`src/rtl/odo_pkg.sv`:
```
// Shared definitions for the odometer accumulator: FSM encoding, record width,
// saturation ceiling and the saturating add used by both accumulators.
package odo_pkg;

  localparam int REC_W = 27;

  // Eight decimal digits on the mileage display.
  localparam logic [REC_W-1:0] MAX_REC = 27'd99_999_999;

  typedef enum logic [1:0] {
    ST_OFF  = 2'd0,
    ST_IDLE = 2'd1,
    ST_RUN  = 2'd2
  } odo_state_e;

  // Add a 2-bit distance step to an accumulator, clamping at lim.
  // The sum is one bit wider so the carry out of bit REC_W-1 is never lost.
  function automatic logic [REC_W-1:0] sat_add(input logic [REC_W-1:0] acc,
                                               input logic [1:0]       step,
                                               input logic [REC_W-1:0] lim);
    logic [REC_W:0] sum;
    sum = {1'b0, acc} + {{(REC_W-1){1'b0}}, step};
    return (sum > {1'b0, lim}) ? lim : sum[REC_W-1:0];
  endfunction

endpackage

```
`src/rtl/odo_tick_div.sv`:
```
// Distance pacing divider: counts 0..DIV-1 while run is high and flags the
// terminal count. Any cycle with run low restarts the count from 0.
module odo_tick_div #(
  parameter int DIV = 4
) (
  input  logic clk_bps,
  input  logic rst_n,
  input  logic run,
  output logic tick
);

  localparam logic [7:0] TERM = 8'(DIV - 1);

  logic [7:0] div_cnt;

  // Free-running modulo-DIV count, held at 0 outside RUN.
  // NOTE: sequential state uses non-blocking assignments so every register
  // samples pre-edge values, independent of block ordering.
  always_ff @(posedge clk_bps) begin
    if (!rst_n) begin
      div_cnt <= 8'd0;
    end else if (!run || div_cnt == TERM) begin
      div_cnt <= 8'd0;
    end else begin
      div_cnt <= div_cnt + 8'd1;
    end
  end

  assign tick = run && (div_cnt == TERM);

endmodule

```
`src/rtl/odometer_accum.sv`:
```
// Mileage accumulator: power/drive FSM, divider-paced saturating record and
// trip counters, new-value strobe and sticky saturation flag.
module odometer_accum
  import odo_pkg::REC_W;
  import odo_pkg::odo_state_e;
  import odo_pkg::ST_OFF;
  import odo_pkg::ST_IDLE;
  import odo_pkg::ST_RUN;
  import odo_pkg::sat_add;
#(
  parameter int               DIV     = 4,
  parameter logic [REC_W-1:0] MAX_REC = odo_pkg::MAX_REC
) (
  input  logic             clk_bps,
  input  logic             rst_n,
  input  logic             power_now,
  input  logic             drive_en,
  input  logic [1:0]       speed,
  input  logic             trip_clr,
  output logic [REC_W-1:0] record,
  output logic [REC_W-1:0] trip,
  output logic             rec_valid,
  output logic             sat,
  output logic [1:0]       state
);

  odo_state_e       state_q;
  logic             tick;
  logic             inc;
  logic             rec_upd;
  logic [REC_W-1:0] rec_sum;
  logic [REC_W-1:0] trip_sum;
  logic [REC_W-1:0] record_nxt;
  logic [REC_W-1:0] trip_nxt;

  odo_tick_div #(
    .DIV (DIV)
  ) u_tick_div (
    .clk_bps (clk_bps),
    .rst_n   (rst_n),
    .run     (state_q == ST_RUN),
    .tick    (tick)
  );

  // Increment decision and next accumulator values from current inputs.
  // NOTE: every variable gets a default at the top so no path infers a latch.
  always_comb begin
    inc        = 1'b0;
    rec_upd    = 1'b0;
    rec_sum    = sat_add(record, speed, MAX_REC);
    trip_sum   = sat_add(trip, speed, MAX_REC);
    record_nxt = record;
    trip_nxt   = trip;

    // Gate on live inputs so a drop on the terminal count suppresses the step.
    inc     = tick && (speed != 2'd0) && drive_en && power_now;
    // A record already at the ceiling cannot change, so no update and no strobe.
    rec_upd = inc && (record != MAX_REC);

    if (rec_upd) record_nxt = rec_sum;

    // Trip clear wins over a coincident increment; record is unaffected.
    if (trip_clr)  trip_nxt = '0;
    else if (inc)  trip_nxt = trip_sum;
  end

  // FSM, accumulators, strobe and sticky flag; power loss keeps mileage.
  always_ff @(posedge clk_bps) begin
    if (!rst_n) begin
      state_q   <= ST_OFF;
      record    <= '0;
      trip      <= '0;
      rec_valid <= 1'b0;
      sat       <= 1'b0;
    end else begin
      if (!power_now) begin
        state_q <= ST_OFF;
      end else begin
        case (state_q)
          ST_OFF:  state_q <= ST_IDLE;
          ST_IDLE: if (drive_en)  state_q <= ST_RUN;
          ST_RUN:  if (!drive_en) state_q <= ST_IDLE;
          default: state_q <= ST_OFF;
        endcase
      end
      record    <= record_nxt;
      trip      <= trip_nxt;
      rec_valid <= rec_upd;
      sat       <= sat || (inc && (rec_sum == MAX_REC));
    end
  end

  assign state = state_q;

endmodule

```
`config.mk`:
```
export PLATFORM = sky130hd
export DESIGN_NAME = odometer_accum
export DESIGN_NICKNAME = d
export VERILOG_FILES = /design/src/rtl/odo_pkg.sv /design/src/rtl/odo_tick_div.sv /design/src/rtl/odometer_accum.sv
export SDC_FILE = /design/constraint.sdc
export NUM_CORES = 1
export LEC_CHECK = 0
export CELL_PAD_IN_SITES_DETAIL_PLACEMENT = 0
export CELL_PAD_IN_SITES_GLOBAL_PLACEMENT = 1
export CORE_ASPECT_RATIO = 0.9
export CORE_MARGIN = 5
export CORE_UTILIZATION = 40
export DETAILED_ROUTE_END_ITERATION = 8
export MAX_ROUTING_LAYER = met4
export PLACE_DENSITY = 0.78
export SLEW_MARGIN = 20
export SYNTH_ARGS = -nofsm -noshare
export SYNTH_HDL_FRONTEND = slang
export SYNTH_SLANG_ARGS = --single-unit
```
`constraint.sdc`:
```
create_clock -name clk_bps -period 3.6 [get_ports clk_bps]
set_clock_uncertainty 0.1 [all_clocks]
set_input_delay 0.36 -clock clk_bps [delete_from_list [all_inputs] [get_ports clk_bps]]
set_output_delay 0.36 -clock clk_bps [all_outputs]
set_load 0.005 [all_outputs]
```
==> metrics.txt <==
Post-Syn Area 4377 um2; Final Max Slew Viols 0; Peak VDD IR 238.8 uV; crit path launch speed[1]; post-CTS sizing 0; Total GRT Usage 22.76%; residual DRC count 0; worst-margin pin slew 643.6 ps; Initial DRC Count 391; WL/cell 17.76 um; CP peak stage delay 460 ps; Clock Latency Late Sink 340 ps; R2R setup slack 340 ps; outcome finished clean; Logic pwr share 2.2%; Die Wd 120.3 um; grt ovf 0; placed cell count 780; power density cells 308.6 nW/um2; Multi-input gate area 2804 um2; vias 4,772; YS warnings 0; TritonCTS clock tree yes; Netlist cell types 66; most area-consuming cells after synthesis dfxtp_1 30%, a21oi_1 4.6%, nand2_1 4.5%, nand3_1 3.8%, nor2_1 3.7%; CP Max Fanout 13; CP bufs+invs 4; WP data required 3780 ps; cts hold-fix bufs 0; crit share post-route 92.01%; Yosys top cell by area dfxtp_1; Worst setup SP type primary input; Clock power frac 56.5%; gpl congestion 0.9433; area share of the leading cell type in the synthesized netlist 30.19%; unrepaired setup endpoints after global routing false; CP Cell Sequence clkdlybuf4s50_1, ha_1, a21oi_1, buf_4, nor4_1, buf_4, and3_1, xnor2_1, a2111oi_2, o21ai_1, and2_1, buf_4, a21oi_1, o221a_2; reg2reg start record[11]; Reg area 1321 um2; number of buffers added on ports 64; Clock Path Buffers 2; Final Hold Viols 0; asr flop ratio synth 0%; crit path to record[7]; Final setup viols 0; fin cells 796; top cells by count, synth 66 x dfxtp_1, 53 x nand2_1, 43 x nor2_1; Antenna Nets Post-Route 0; Syn Nets 584; Final Core Density 53.36%; number of synthesized flops with an enable pin 0; nets@finish 672; Clk pin slew, worst setup/hold paths 60 ps; die area 13,140 um2; Psw 363.1 uW; Int Power 1.410 mW; worst hold margin 375.8 ps; IO Pins 65; layout cell share with drive strength beyond 1 15.84%; Max Cap Violations 0; Initial Util 40.66%; TritonRoute pass-1 iters 5; Post-DP HPWL 10.51 mm; Top delay family on crit path buffers and inverters; RR Endpoint record[7]; Top FF cell, synth dfxtp_1; vias in the first global route 4,447; antenna violations before repair 0; worst hold path type reg2reg; sw frac 20.48%; Setup crit end kind flip-flop; setup_tns 0 ps; Crit-path slowest cell clkdlybuf4s50_1; Die Span Y 109.2 um; Final Critical Period 3313 ps; f_max 301.9 MHz; Seq pwr share 41.3%; sequential fraction of the synthesis area 30.19%; postcts setup bufs 0; kind of critical path in2reg; CP Depth 14; Post-Syn Instances 570; n_diodes 0; Post-Syn Area per Cell 7.678 um2; most numerous cell in the Yosys netlist dfxtp_1; largest net degree at the start of global routing 29; Core ar. 10,770 um2; row cnt 36; Slew Limit Headroom 56.94%; most used cell, CP buf_4; CTS sink count 66; Synth Register Bits 66; H-tree levels 3; CTS Buf Count 9; crit path DAT 3490 ps; Reg2Reg Depth 10; Avg Vias per Cell 5.995; first-pass GRT wire length 23.36 mm; Syn-to-layout area delta 31.25%; CTS root buffer clkbuf_16; Pwr Total 1.773 mW; Pleak 2.000 nW; Fillers 1,040; total wire length 14.13 mm
-- registers in the layout, indices dropped and copies added, names as in the netlist --
signal / count
sat: 1
state: 2
trip: 27
rec_valid: 1
u_tick_div.div_cnt: 8
record: 27
-- stage by stage --
| stage | area, um2 | setup WS, ps |
|---|---|---|
| CTS | 5744 | 292.6 |
| floorplan | 4377 | 502.2 |
| global placement | 5405 | -1.366 |
| finish | 5744 | 287.5 |
| global route | 5744 | 35.79 |
| detailed placement | 5405 | -44.33 |
-- worst min-delay path by stage --
stage                           from                    end  slack, ps  cells after the start
6_report       u_tick_div.div_cnt[0]  u_tick_div.div_cnt[0]        380                      1
3_5_place_dp   u_tick_div.div_cnt[0]  u_tick_div.div_cnt[0]        380                      1
2_1_floorplan  u_tick_div.div_cnt[0]  u_tick_div.div_cnt[0]        340                      1
4_1_cts        u_tick_div.div_cnt[0]  u_tick_div.div_cnt[0]        390                      1
3_3_place_gp   u_tick_div.div_cnt[0]  u_tick_div.div_cnt[0]        360                      1
5_1_grt        u_tick_div.div_cnt[0]  u_tick_div.div_cnt[0]        410                      1
-- power groups by stage --
stage	combinational (mW)	sequential, mW	clock, mW
after floorplan	0.0172	0.748	0
after global placement	0.0381	0.748	0
after detailed placement	0.0385	0.748	0
after CTS	0.0387	0.732	1.02
after global routing	0.0424	0.732	1.04
final	0.0386	0.732	1.00
-- worst reg2reg max path, delay by kind of cell (launching register included) --
kind,cells,cell delay (ps)
AO/OA/AOI/OAI,5,1080
flip-flops,1,500
buffers and inverters,1,190
AND/OR/NAND/NOR,4,1330
-- cell type report --
type / count / share of cell area [%]
well taps: 133 / 2.897
multi-input cells: 445 / 48.81
clock buffers: 12 / 4.640
clock inverters: 4 / 1.263
inverters: 18 / 1.176
repair buffers: 118 / 18.21
flip-flops and latches: 66 / 23.00
-- placed cells by master (no fill, tap or decap), types with 7 or more instances in the layout --
master	n
nor4_1	13
nand2b_1	7
nor2_1	43
a31oi_1	14
inv_1	18
clkdlybuf4s50_1	64
nand4_1	21
nand3_1	33
o221a_2	11
and3_1	15
and2_1	7
buf_4	54
nand2_1	53
xor2_1	9
nor3_1	26
or3_1	9
clkbuf_16	9
dfxtp_1	66
o21ai_0	23
a21oi_1	40
xnor2_1	13
-- layer usage --
metal  part of all wire (%)  vias up  global-route usage [%]
met3                    6.3       10                   3.786
met5                      0        -                       -
met4                    1.1        0                   6.068
met1                     48     2283                   31.80
li1                       -     2310                       -
met2                     44      169                   34.26
-- logic make-up after synthesis --
logic type	after synthesis	share of synthesized area, %
AND/OR/NAND/NOR	258	31.48
AO/OA/AOI/OAI	154	24.61
flip-flops	66	30.19
buffers and inverters	59	6.061
XOR/XNOR	22	4.403
adder cells (fa/ha/maj)	8	2.573
multiplexers	3	0.6861
(Power assumes the default switching activity.)
